[src/rtl/imem_loader_ctrl.sv]
// imem_loader_ctrl: owns the instruction-memory write port and loads a program
// from a byte stream. Bytes are packed big-endian into 32-bit words, each word
// is written to the next memory slot, and the pipeline is held in stall until
// the load ends with a one-cycle PC-restart pulse.
// Optional build macro IMEM_LOAD_CHECKSUM_EN adds an XOR checksum trailer word
// after the terminator and the checksum / checksum_ok outputs.
module imem_loader_ctrl #(
  parameter int          DEPTH     = 256,
  parameter int          ADDR_W    = 8,
  parameter logic [31:0] TERM_WORD = 32'hFFFFFFFF
) (
  input  logic              clk,
  input  logic              rst_n,
  input  logic              start_load,
  input  logic              byte_valid,
  input  logic [7:0]        byte_data,
  output logic              byte_ready,
  output logic              mem_we,
  output logic [ADDR_W-1:0] mem_waddr,
  output logic [31:0]       mem_wdata,
  output logic              cpu_stall,
  output logic              pc_restart,
  output logic              load_busy,
  output logic [ADDR_W:0]   load_count
`ifdef IMEM_LOAD_CHECKSUM_EN
  ,
  output logic [31:0]       checksum,
  output logic              checksum_ok
`endif
);

  typedef enum logic [1:0] {S_IDLE, S_LOAD, S_WRITE, S_DONE} state_t;

  localparam logic [ADDR_W-1:0] LAST_IDX = ADDR_W'(DEPTH - 1);

  state_t              state_q, state_d;
  logic [1:0]          bcnt_q, bcnt_d;
  logic [31:0]         asm_q, asm_d;
  logic [ADDR_W-1:0]   word_idx_q, word_idx_d;
  logic [ADDR_W:0]     load_count_q, load_count_d;
  logic [ADDR_W-1:0]   mem_waddr_q, mem_waddr_d;
  logic [31:0]         mem_wdata_q, mem_wdata_d;
  logic                byte_ready_q, mem_we_q, cpu_stall_q, pc_restart_q, load_busy_q;
  logic                accept;
  logic [31:0]         word_next;
`ifdef IMEM_LOAD_CHECKSUM_EN
  logic [31:0]         checksum_q, checksum_d;
  logic                checksum_ok_q, checksum_ok_d;
  logic                trailer_q, trailer_d;
`endif

  // Next-state and datapath update: byte assembly, word sequencing, termination
  always_comb begin
    state_d      = state_q;
    bcnt_d       = bcnt_q;
    asm_d        = asm_q;
    word_idx_d   = word_idx_q;
    load_count_d = load_count_q;
    mem_waddr_d  = mem_waddr_q;
    mem_wdata_d  = mem_wdata_q;
`ifdef IMEM_LOAD_CHECKSUM_EN
    checksum_d    = checksum_q;
    checksum_ok_d = checksum_ok_q;
    trailer_d     = trailer_q;
`endif
    accept    = byte_valid && byte_ready_q;
    word_next = {asm_q[23:0], byte_data};

    case (state_q)
      S_IDLE: begin
        if (start_load) begin
          state_d      = S_LOAD;
          bcnt_d       = 2'd0;
          asm_d        = 32'd0;
          word_idx_d   = '0;
          load_count_d = '0;
`ifdef IMEM_LOAD_CHECKSUM_EN
          checksum_d    = 32'd0;
          checksum_ok_d = 1'b0;
          trailer_d     = 1'b0;
`endif
        end
      end
      S_LOAD: begin
        if (accept) begin
          asm_d  = word_next;
          bcnt_d = bcnt_q + 2'd1;
          if (bcnt_q == 2'd3) begin
`ifdef IMEM_LOAD_CHECKSUM_EN
            // After the terminator one more word arrives: the expected checksum
            if (trailer_q) begin
              state_d       = S_DONE;
              checksum_ok_d = (word_next == checksum_q);
            end else if (word_next == TERM_WORD) begin
              trailer_d = 1'b1;
            end else begin
              state_d     = S_WRITE;
              mem_waddr_d = word_idx_q;
              mem_wdata_d = word_next;
            end
`else
            if (word_next == TERM_WORD) begin
              state_d = S_DONE;
            end else begin
              state_d     = S_WRITE;
              mem_waddr_d = word_idx_q;
              mem_wdata_d = word_next;
            end
`endif
          end
        end
      end
      S_WRITE: begin
        word_idx_d   = word_idx_q + 1'b1;
        load_count_d = load_count_q + 1'b1;
`ifdef IMEM_LOAD_CHECKSUM_EN
        checksum_d   = checksum_q ^ mem_wdata_q;
`endif
        // A write into the last slot ends the load without a terminator
        state_d = (word_idx_q == LAST_IDX) ? S_DONE : S_LOAD;
      end
      S_DONE: begin
        state_d = S_IDLE;
      end
      default: begin
        state_d = S_IDLE;
      end
    endcase
  end

  // State, datapath and registered outputs; outputs decoded from the next state
  always_ff @(posedge clk or negedge rst_n) begin
    if (!rst_n) begin
      state_q      <= S_IDLE;
      bcnt_q       <= 2'd0;
      asm_q        <= 32'd0;
      word_idx_q   <= '0;
      load_count_q <= '0;
      mem_waddr_q  <= '0;
      mem_wdata_q  <= 32'd0;
      byte_ready_q <= 1'b0;
      mem_we_q     <= 1'b0;
      cpu_stall_q  <= 1'b0;
      pc_restart_q <= 1'b0;
      load_busy_q  <= 1'b0;
`ifdef IMEM_LOAD_CHECKSUM_EN
      checksum_q    <= 32'd0;
      checksum_ok_q <= 1'b0;
      trailer_q     <= 1'b0;
`endif
    end else begin
      state_q      <= state_d;
      bcnt_q       <= bcnt_d;
      asm_q        <= asm_d;
      word_idx_q   <= word_idx_d;
      load_count_q <= load_count_d;
      mem_waddr_q  <= mem_waddr_d;
      mem_wdata_q  <= mem_wdata_d;
      byte_ready_q <= (state_d == S_LOAD);
      mem_we_q     <= (state_d == S_WRITE);
      cpu_stall_q  <= (state_d != S_IDLE);
      pc_restart_q <= (state_d == S_DONE);
      load_busy_q  <= (state_d != S_IDLE);
`ifdef IMEM_LOAD_CHECKSUM_EN
      checksum_q    <= checksum_d;
      checksum_ok_q <= checksum_ok_d;
      trailer_q     <= trailer_d;
`endif
    end
  end

  assign byte_ready = byte_ready_q;
  assign mem_we     = mem_we_q;
  assign mem_waddr  = mem_waddr_q;
  assign mem_wdata  = mem_wdata_q;
  assign cpu_stall  = cpu_stall_q;
  assign pc_restart = pc_restart_q;
  assign load_busy  = load_busy_q;
  assign load_count = load_count_q;
`ifdef IMEM_LOAD_CHECKSUM_EN
  assign checksum    = checksum_q;
  assign checksum_ok = checksum_ok_q;
`endif

endmodule

[config.mk]
export PLATFORM = sky130hd
export DESIGN_NAME = imem_loader_ctrl
export DESIGN_NICKNAME = d
export VERILOG_FILES = /design/src/rtl/imem_loader_ctrl.sv
export SDC_FILE = /design/constraint.sdc
export NUM_CORES = 1
export LEC_CHECK = 0
export ABC_CLOCK_PERIOD_IN_PS = 3100
export CAP_MARGIN = 20
export CELL_PAD_IN_SITES_DETAIL_PLACEMENT = 2
export CELL_PAD_IN_SITES_GLOBAL_PLACEMENT = 2
export CORE_MARGIN = 1.5
export CORE_UTILIZATION = 39
export CTS_BUF_LIST = sky130_fd_sc_hd__clkbuf_8
export CTS_CLUSTER_DIAMETER = 80
export DETAILED_ROUTE_END_ITERATION = 8
export HOLD_SLACK_MARGIN = 0.1
export PLACE_DENSITY_LB_ADDON = 0.3
export SLEW_MARGIN = 0
export SYNTH_ARGS = -nofsm -noshare
export SYNTH_HDL_FRONTEND = slang
export SYNTH_SLANG_ARGS = --single-unit
[constraint.sdc]
create_clock -name clk -period 3.1 [get_ports clk]
set_clock_uncertainty 0.05 [all_clocks]
set_input_delay 0.62 -clock clk [delete_from_list [all_inputs] [get_ports clk]]
set_output_delay 0.62 -clock clk [all_outputs]
set_load 0.01 [all_outputs]
==> flow_summary_export.csv, run 1 <==
group,metric,value,unit
status,run_status,"complete, but fails checks",
status,violations_in_the_final_reports,"design-rule violations",
worst_hold_path,hold_path_class,"primary input to asynchronous set/reset pin",
sta,timing.final.crit_share,76.5,%
worst_setup_path,timing.setup.critical_path_class,"primary input to register",
global_routing,grt_first_pass_wirelength,15300,um
sta,slew_headroom,59.6,%
cts,htree_num_levels,3,
finish,final-seq-area,2230,um^2
cts,clock-sinks,89,
detailed_routing,dr.first_iter.drc_count,153,
sta,setup_viol,0,
worst_setup_path,highest_net_fanout_along_the_worst_path,24,
sta,worst_margin_slew,0.605,ns
placed_design,gpl.final_weighted_congestion,0.735,
cts,cts-root-buf,"sky130_fd_sc_hd__clkbuf_8",
sta,maxSlewViolCount,0,
detailed_routing,final_antenna_net_count,0,
logic_synthesis,synth_cell_type_count,26,
cts,cts-hold-fix-buffers,0,
die,die_w,98.6,um
die,start_util,40.5,%
power,worst_supply_voltage_drop_on_vdd,0.000384,V
sta,hold-worst-slack,0.218,ns
cts,cts_tree,"yes",
detailed_routing,wl_per_cell,20.3,um
placed_design,dpl.hpwl,6030,um
sta,final_critical_period,2.37,ns
flow_run,max-cap-violations,0,
worst_setup_path,start_kind,"primary input",
cts,clock_latency,0.36,ns
die,fp-row-count,34,
die,io_pins,66,
detailed_routing,route.detailed.drc,2,
cts,cts-root-to-sink-buffers,2,
logic_synthesis,yosysSeqAreaShare,62.5,%
finish,fillers,827,
logic_synthesis,synth-seq-cells,89,
logic_synthesis,syn-instance-count,265,
placed_design,post_dp_cell_area,4300,um^2
detailed_routing,routed-via-count,2450,
finish,multi_input_area,1220,um^2
logic_synthesis,mappedNetlistNets,280,
power,power.static_leakage,2.09,nW
die,core_region_area,8810,um^2
die,die_area,9730,um^2
sta,rsz0062_at_grt,"no",
detailed_routing,post_drt_via_cell_ratio,5.47,
placed_design,port-buffer-count,65,
finish,layout.nets,350,
finish,area_growth_syn_to_layout,27.5,%
finish,final_design_area_no_fill,4550,um^2
detailed_routing,drt-pass1-iter-count,9,
cts,cts_buffers,9,
logic_synthesis,synth.cell_area,3570,um^2
die,chipHeight,98.6,um
global_routing,groute.usage.overall,20.4,%
cts,worst_setup_hold_path_clk_slew,0.09,ns
global_routing,initial_antenna_violation_count,0,
worst_setup_path,cp.arrival,2.57,ns
logic_synthesis,syn_avg_cell_area,13.5,um^2
worst_setup_path,critical-path-slowest-cell,"sky130_fd_sc_hd__clkdlybuf4s50_1",
global_routing,grt_start_max_net_pins,90,
sta,clock.fmax,421,MHz
global_routing,first_global_vias,2737,
sta,report.final.hold_viol_count,0,
detailed_routing,detail_route.wirelength,9100,um
power,power_density_over_cell_area,879,nW/um^2
worst_setup_path,cp-end-kind,"register",
global_routing,grt_overflow_total,0,
cts,postCtsSetupBuffers,0,
finish,antennaDiodeCount,0,
cts,cts_repair_resize_count,0,
logic_synthesis,synth-warning-count,0,
worst_setup_path,critical_path.cell_chain,"clkdlybuf4s50_1, nand4_1, nor4_1, a31oi_1, nand2_2, buf_4, mux2_2",
worst_setup_path,critical_path.max_stage_delay,0.54,ns
finish,drive_above_1_share,20.0,%
sta,tns,0,ns
worst_setup_path,cp.required,3.30,ns
-- stage by stage --
step	util (%)	setup WS [ns]	cells	power (mW)
finish	51.6	0.727	448	3.99
CTS	51.6	0.725	448	4.04
global route	51.6	0.631	448	4.23
floorplan	-	1.22	265	2.37
global placement	48.9	0.463	432	2.96
detailed placement	48.9	0.409	432	3.04
-- final cells by class --
type | count | area share [%]
clock buffers | 9 | 2.73
clock inverters | 7 | 2.61
inverters | 1 | 0.0826
multi-input cells | 162 | 26.9
flip-flops and latches | 89 | 49.0
well taps | 108 | 2.97
repair buffers | 72 | 15.7
-- path summary, 6_finish.rpt --
check                                          start                   endpoint  slack, ns  cells past startpoint
max in group asynchronous                      rst_n   mem_wdata[3]$_DFFE_PN0P_       2.36                      2
hold reg to reg            load_count[8]$_DFFE_PN0P_  load_count[8]$_DFFE_PN0P_       0.43                      1
setup / recovery                        byte_data[5]  mem_wdata[27]$_DFFE_PN0P_       0.73                      7
setup reg to reg                asm_q[6]$_DFFE_PN0P_  mem_wdata[27]$_DFFE_PN0P_       1.07                      6
min in group clk           load_count[8]$_DFFE_PN0P_  load_count[8]$_DFFE_PN0P_       0.43                      1
hold / removal                                 rst_n           mem_we$_DFF_PN0_       0.22                      2
-- cell families after synthesis --
family | synth area share (%)
flops | 62.5
simple gates | 9.54
mux | 15.0
compound gates | 8.70
buf+inv | 3.23
fa+ha+maj | 1.05
-- sequential cells by signal, summed over array words and instances (netlist names) --
| register | count |
|---|---|
| mem_wdata | 32 |
| asm_q | 24 |
| load_count | 9 |
| mem_waddr | 8 |
| word_idx_q | 8 |
| bcnt_q | 2 |
| state_q | 2 |
| byte_ready | 1 |
| load_busy | 1 |
| mem_we | 1 |
| pc_restart | 1 |
-- Yosys cell counts, drive strengths merged --
| master | number | area, um^2 |
|---|---|---|
| buf | 13 | 111 |
| ha | 3 | 37.5 |
| o21bai | 1 | 7.51 |
| nand3 | 12 | 60.1 |
| and4 | 3 | 26.3 |
| nor2b | 3 | 18.8 |
| a21oi | 1 | 8.76 |
| o21ai | 16 | 80.1 |
| nor2 | 8 | 30.0 |
| mux2 | 44 | 495 |
| and2 | 1 | 6.26 |
| a22o | 23 | 201 |
| mux2i | 4 | 40.0 |
| a31oi | 2 | 12.5 |
| dfrtp | 89 | 2230 |
| nand4 | 10 | 62.6 |
| nand2 | 24 | 92.6 |
| inv | 1 | 3.75 |
| nand2b | 2 | 12.5 |
| and3 | 4 | 25.0 |
| nor4 | 1 | 6.26 |
-- critical path, delay by kind of cell --
family / cells / cell delay (ns)
AND/OR/NAND/NOR: 3 / 0.54
multiplexers: 1 / 0.39
buffers and inverters: 2 / 0.86
AO/OA/AOI/OAI: 1 / 0.16
-- layer usage --
layer	wire length, um	part of all wire (%)	vias up	global-route usage [%]
li1	-	-	1097	-
met1	4100	45	1282	28.3
met2	4560	50	60	33.0
met3	323	3.5	11	3.33
met4	125	1.4	0	6.59
met5	0	0	-	0
-- cell usage in the layout (no fill, tap or decap), drive strengths merged --
| cell type | n |
|---|---|
| a31oi | 2 |
| nand4 | 10 |
| a21oi | 1 |
| nand2 | 24 |
| a22o | 23 |
| mux2i | 4 |
| and4 | 3 |
| clkinv | 1 |
| bufinv | 3 |
| nor2 | 8 |
| inv | 3 |
| clkdlybuf4s50 | 64 |
| nor2b | 3 |
| and3 | 4 |
| ha | 3 |
| mux2 | 44 |
| clkbuf | 9 |
| o21ai | 16 |
| dfrtp | 89 |
| nand2b | 2 |
| nand3 | 12 |
| and2 | 1 |
| buf | 8 |
| nor4 | 1 |
| clkinvlp | 1 |
| o21bai | 1 |
-- power by group --
group,internal [mW],switching [mW]
clock,0.537,0.430
combinational,0.693,0.547
sequential,1.50,0.292
(Power assumes the default switching activity.)
==> run 2, diff against run 1 <==
--- a/config.mk
+++ b/config.mk
@@ -5,12 +5,12 @@
 export SDC_FILE = /design/constraint.sdc
 export NUM_CORES = 1
 export LEC_CHECK = 0
-export ABC_CLOCK_PERIOD_IN_PS = 3100
+export ABC_CLOCK_PERIOD_IN_PS = 2250
 export CAP_MARGIN = 20
 export CELL_PAD_IN_SITES_DETAIL_PLACEMENT = 2
 export CELL_PAD_IN_SITES_GLOBAL_PLACEMENT = 2
 export CORE_MARGIN = 1.5
-export CORE_UTILIZATION = 39
+export CORE_UTILIZATION = 37
 export CTS_BUF_LIST = sky130_fd_sc_hd__clkbuf_8
 export CTS_CLUSTER_DIAMETER = 80
 export DETAILED_ROUTE_END_ITERATION = 8
==> constraint.sdc (replaced) <==
create_clock -name clk -period 2.25 [get_ports clk]
set_clock_uncertainty 0.05 [all_clocks]
set_input_delay 0.45 -clock clk [delete_from_list [all_inputs] [get_ports clk]]
set_output_delay 0.45 -clock clk [all_outputs]
set_load 0.01 [all_outputs]
==> run 2 against run 1 <==
Core utilization shrank 1.4 points; design area up 2.5%; critical path depth unchanged; die area increased by 5.2%; flip-flop and latch count is the same; global-route usage is 0.79 points lower; the flow now finishes without violations.
==> flow_summary_export.csv, run 2 (synthesized netlist as in run 1, its figures left out) <==
group,metric,value,unit
worst_setup_path,cp.required,2.44,ns
placed_design,placed_cells,463,
die,chipHeight,101,um
cts,htree_num_levels,3,
finish,fillers,935,
cts,cts_repair_resize_count,0,
die,core_region_area,9280,um^2
power,power.static_leakage,2.15,nW
worst_setup_path,timing.setup.critical_path_class,"primary input to register",
sta,timing.final.crit_share,94.7,%
worst_hold_path,hold_path_class,"register to register",
cts,clock-sinks,89,
cts,cts_tree,"yes",
global_routing,grt_start_max_net_pins,90,
global_routing,grt_overflow_total,0,
detailed_routing,post_drt_via_cell_ratio,5.14,
worst_setup_path,cp-end-kind,"register",
finish,drive_above_1_share,22.2,%
worst_setup_path,start_kind,"primary input",
sta,maxSlewViolCount,0,
placed_design,port-buffer-count,65,
sta,setup_viol,0,
detailed_routing,routed-via-count,2465,
placed_design,gpl.final_weighted_congestion,0.746,
worst_setup_path,r2r_start,"asm_q[7]$_DFFE_PN0P_",
sta,hold-worst-slack,0.428,ns
detailed_routing,detail_route.wirelength,8940,um
finish,layout.nets,361,
global_routing,initial_antenna_violation_count,0,
sta,slew_headroom,66.9,%
detailed_routing,drt-pass1-iter-count,4,
detailed_routing,route.detailed.drc,0,
finish,layout.cells.most_common,"sky130_fd_sc_hd__dfrtp_1",
finish,layout_common_cells,"89 x sky130_fd_sc_hd__dfrtp_1, 64 x sky130_fd_sc_hd__clkdlybuf4s50_1, 43 x sky130_fd_sc_hd__mux2_2",
die,io_pins,66,
cts,worst_setup_hold_path_clk_slew,0.09,ns
worst_setup_path,ff_to_ff_path_depth,6,
cts,cts_buffers,9,
sta,report.final.hold_viol_count,0,
global_routing,grt_first_pass_wirelength,15200,um
finish,number_of_standard_cells_in_the_layout_taps_in_and_fillers_out,480,
die,fp-row-count,35,
detailed_routing,dr.first_iter.drc_count,80,
die,die_area,10200,um^2
detailed_routing,wl_per_cell,18.6,um
flow_run,max-cap-violations,0,
die,start_util,38.4,%
cts,cts-root-to-sink-buffers,2,
sta,final_critical_period,2.13,ns
finish,largest_register_ff_count,32,
placed_design,dpl.hpwl,6100,um
sta,worst_margin_slew,0.496,ns
cts,cts-root-buf,"sky130_fd_sc_hd__clkbuf_8",
sta,clock.fmax,469,MHz
worst_setup_path,timing.critical_path.from,"byte_data[5]",
global_routing,groute.usage.overall,19.6,%
detailed_routing,final_antenna_net_count,0,
worst_setup_path,cp.arrival,2.32,ns
worst_setup_path,highest_net_fanout_along_the_worst_path,17,
die,die_w,101,um
status,run_status,"complete, no violations",
finish,area_growth_syn_to_layout,30.6,%
cts,clock_latency,0.36,ns
global_routing,first_global_vias,2810,
sta,rsz0062_at_grt,"no",
worst_hold_path,hold-path-cell-count,1,
power,power_density_over_cell_area,1150,nW/um^2
power,worst_supply_voltage_drop_on_vdd,0.000481,V
finish,antennaDiodeCount,0,
worst_hold_path,min_from,"load_count[8]$_DFFE_PN0P_",
[run 2: timing repair]
| item | 4_1_cts | 5_1_grt |
|---|---|---|
| endpoints found under the setup margin | 0 | 0 |
| buffers inserted | 0 | 0 |
| hold buffers | 1 | 0 |
| endpoints found under the hold margin | 52 | 0 |
[run 2: where the power goes]
group / total (mW) / internal [mW] / leakage [nW] / switching [mW]
registers: 2.47 / 2.06 / 1.18 / 0.409
clock network: 1.13 / 0.570 / 0.107 / 0.562
logic: 1.73 / 0.993 / 0.860 / 0.739
total: 5.33 / 3.62 / 2.15 / 1.71
[run 2: layer usage]
metal  wire length (um)  vias to the layer above  share of wire, %  global-route usage [%]
met5                  0                        -                 0                       0
met4                131                        0               1.5                    6.20
met3                292                       11               3.3                    5.04
met2               4550                       57                51                    32.0
met1               3970                     1267                44                    25.8
li1                   -                     1130                 -                       -
[run 2: path summary, 6_finish.rpt]
kind / to / slack (ns)
setup / recovery: mem_wdata[30]$_DFFE_PN0P_ / 0.12
hold / removal: load_count[8]$_DFFE_PN0P_ / 0.43
setup reg to reg: mem_wdata[30]$_DFFE_PN0P_ / 0.26
hold reg to reg: load_count[8]$_DFFE_PN0P_ / 0.43
max in group asynchronous: bcnt_q[1]$_DFFE_PN0P_ / 1.15
min in group asynchronous: mem_wdata[11]$_DFFE_PN0P_ / 0.58
[run 2: worst max-delay path, cell delays in order]
cell and delay, ns:
sky130_fd_sc_hd__clkdlybuf4s50_1 0.51, sky130_fd_sc_hd__nand4_1 0.11, sky130_fd_sc_hd__nor4_1 0.33, sky130_fd_sc_hd__a31oi_1 0.18
sky130_fd_sc_hd__nand2_2 0.21, sky130_fd_sc_hd__buf_12 0.18, sky130_fd_sc_hd__mux2_2 0.34
[run 2: through the flow]
stage | instance area, um^2 | setup slack (ns) | total power, mW | util, % | setup TNS, ns
floorplan | 3570 | 0.537 | 3.27 | - | 0
detailed placement | 4440 | -0.223 | 4.23 | 47.8 | -8.27
global placement | 4440 | -0.150 | 4.12 | 47.8 | -5.65
CTS | 4660 | 0.116 | 5.42 | 50.2 | 0
global route | 4660 | 0.0262 | 5.67 | 50.2 | 0
finish | 4660 | 0.118 | 5.33 | 50.2 | 0
[run 2: cell type report]
class,instances,area (um^2),share of cell area (%)
clock buffers,11,151,3.25
clock inverters,5,55.1,1.18
inverters,1,3.75,0.0806
multi-input cells,162,1220,26.3
flip-flops and latches,89,2230,47.8
well taps,129,161,3.46
repair buffers,83,836,17.9
==> run 3, diff against run 2 <==
--- a/config.mk
+++ b/config.mk
@@ -9,7 +9,6 @@
 export CAP_MARGIN = 20
 export CELL_PAD_IN_SITES_DETAIL_PLACEMENT = 2
 export CELL_PAD_IN_SITES_GLOBAL_PLACEMENT = 2
-export CORE_MARGIN = 1.5
 export CORE_UTILIZATION = 37
 export CTS_BUF_LIST = sky130_fd_sc_hd__clkbuf_8
 export CTS_CLUSTER_DIAMETER = 80
==> run 3 against run 2 <==
Power shrank 0.66%; design area is essentially flat; die area shrank 2.0%; largest power group unchanged.
==> flow_summary_export.csv, run 3 (synthesized netlist as in run 1, its figures left out) <==
group,metric,value,unit
status,run_status,"complete, no violations",
detailed_routing,detail_route.wirelength,9530,um
die,io_pins,66,
worst_setup_path,cp.arrival,2.34,ns
finish,layout.cells.most_common,"sky130_fd_sc_hd__dfrtp_1",
placed_design,gpl.final_weighted_congestion,0.743,
sta,final_critical_period,2.16,ns
detailed_routing,route.detailed.drc,0,
sta,clock.fmax,464,MHz
die,core_region_area,9280,um^2
detailed_routing,routed-via-count,2480,
finish,number_of_standard_cells_in_the_layout_taps_in_and_fillers_out,482,
finish,largest_register_ff_count,32,
placed_design,placed_cells,465,
sta,slew_headroom,60.7,%
power,power.static_leakage,2.16,nW
worst_setup_path,highest_net_fanout_along_the_worst_path,16,
global_routing,grt_first_pass_wirelength,15700,um
placed_design,dpl.hpwl,6650,um
sta,hold-worst-slack,0.434,ns
sta,final.setup.worst_slack,0.0943,ns
global_routing,grt_start_max_net_pins,46,
detailed_routing,final_antenna_net_count,0,
worst_setup_path,timing.setup.critical_path_class,"primary input to register",
finish,layout_common_cells,"89 x sky130_fd_sc_hd__dfrtp_1, 64 x sky130_fd_sc_hd__clkdlybuf4s50_1, 43 x sky130_fd_sc_hd__mux2_2",
detailed_routing,met2_wirelength,4890,um
worst_hold_path,hold_path_class,"register to register",
cts,cts_tree,"yes",
worst_setup_path,start_kind,"primary input",
worst_setup_path,cp.required,2.43,ns
detailed_routing,post_drt_via_cell_ratio,5.15,
placed_design,port-buffer-count,65,
detailed_routing,dr.first_iter.drc_count,128,
power,worst_supply_voltage_drop_on_vdd,0.000480,V
sta,report.final.hold_viol_count,0,
cts,cts-root-to-sink-buffers,2,
sta,maxSlewViolCount,0,
sta,tns,0,ns
detailed_routing,drt-pass1-iter-count,4,
global_routing,initial_antenna_violation_count,0,
cts,clock-sinks,89,
finish,drive_above_1_share,21.8,%
global_routing,groute.usage.overall,20.8,%
die,chipHeight,100,um
global_routing,grt_overflow_total,0,
global_routing,first_global_vias,2838,
cts,cts_buffers,9,
cts,clock_latency,0.35,ns
sta,rsz0062_at_grt,"no",
detailed_routing,wl_per_cell,19.8,um
finish,area_growth_syn_to_layout,30.6,%
detailed_routing,routed.top_layer,"met4",
die,die_w,100,um
sta,timing.final.crit_share,95.8,%
die,die_area,10000,um^2
finish,layout.nets,363,
power,power_density_over_cell_area,1140,nW/um^2
worst_setup_path,cp-end-kind,"register",
cts,htree_num_levels,3,
die,start_util,38.4,%
cts,cts_repair_resize_count,0,
finish,antennaDiodeCount,0,
sta,worst_margin_slew,0.590,ns
detailed_routing,routedLengthMet1,4180,um
die,fp-row-count,35,
detailed_routing,routed_met3_length,265,um
cts,cts-root-buf,"sky130_fd_sc_hd__clkbuf_8",
flow_run,max-cap-violations,0,
placed_design,pre_cts_ws,-0.274,ns
sta,setup_viol,0,
cts,worst_setup_hold_path_clk_slew,0.08,ns
==> run 3: cell count changes in the layout (fill, tap and decap cells not counted), sizes merged <==
cell | previous run | this run
buf | 18 | 20
inv | 2 | 5
clkinv | 2 | 0
clkbuf | 11 | 10
==> run 3: what timing repair did <==
action	in CTS	in global routing
setup buffers	0	0
hold buffers	1	0
hold endpoints to repair	41	0
==> run 3: final cells by class <==
class	instances	area, um^2
Clock buffer	10	138
Clock inverter	6	52.6
Fill cell	924	4630
Inverter	1	3.75
Multi-Input combinational cell	162	1220
Sequential cell	89	2230
Tap cell	129	161
Timing Repair Buffer	85	851
==> run 3: where the power goes <==
group	internal [mW]	switching, mW
registers	2.06	0.398
clock network	0.529	0.554
logic	1.01	0.751
==> run 3: critical path, cell delays in order <==
cell	delay [ns]
sky130_fd_sc_hd__clkdlybuf4s50_1	0.54
sky130_fd_sc_hd__nand4_1	0.12
sky130_fd_sc_hd__nor4_1	0.31
sky130_fd_sc_hd__a31oi_1	0.18
sky130_fd_sc_hd__nand2_2	0.20
sky130_fd_sc_hd__buf_12	0.18
sky130_fd_sc_hd__mux2_2	0.35
==> run 3: final timing paths <==
kind,from,end,slack (ns),cells past startpoint
setup / recovery,byte_data[5],mem_wdata[4]$_DFFE_PN0P_,0.09,7
setup reg to reg,asm_q[13]$_DFFE_PN0P_,mem_wdata[4]$_DFFE_PN0P_,0.24,6
min in group asynchronous,rst_n,asm_q[4]$_DFFE_PN0P_,0.59,2
hold / removal,load_count[8]$_DFFE_PN0P_,load_count[8]$_DFFE_PN0P_,0.43,1
hold reg to reg,load_count[8]$_DFFE_PN0P_,load_count[8]$_DFFE_PN0P_,0.43,1
max in group asynchronous,rst_n,word_idx_q[4]$_DFFE_PN0P_,0.88,3
==> run 3: through the flow <==
stage / utilization [%] / instance area [um^2] / total power, mW
after CTS: 50.2 / 4660 / 5.37
after global routing: 50.2 / 4660 / 5.60
after floorplan: - / 3570 / 3.27
after global placement: 48.0 / 4460 / 4.15
after detailed placement: 48.0 / 4460 / 4.25
final: 50.2 / 4660 / 5.30
==> run 3: layer usage <==
metal	up-vias	track usage (%)
met2	52	34.6
met3	13	3.69
met5	-	0
met1	1290	26.8
met4	0	8.70
li1	1125	-
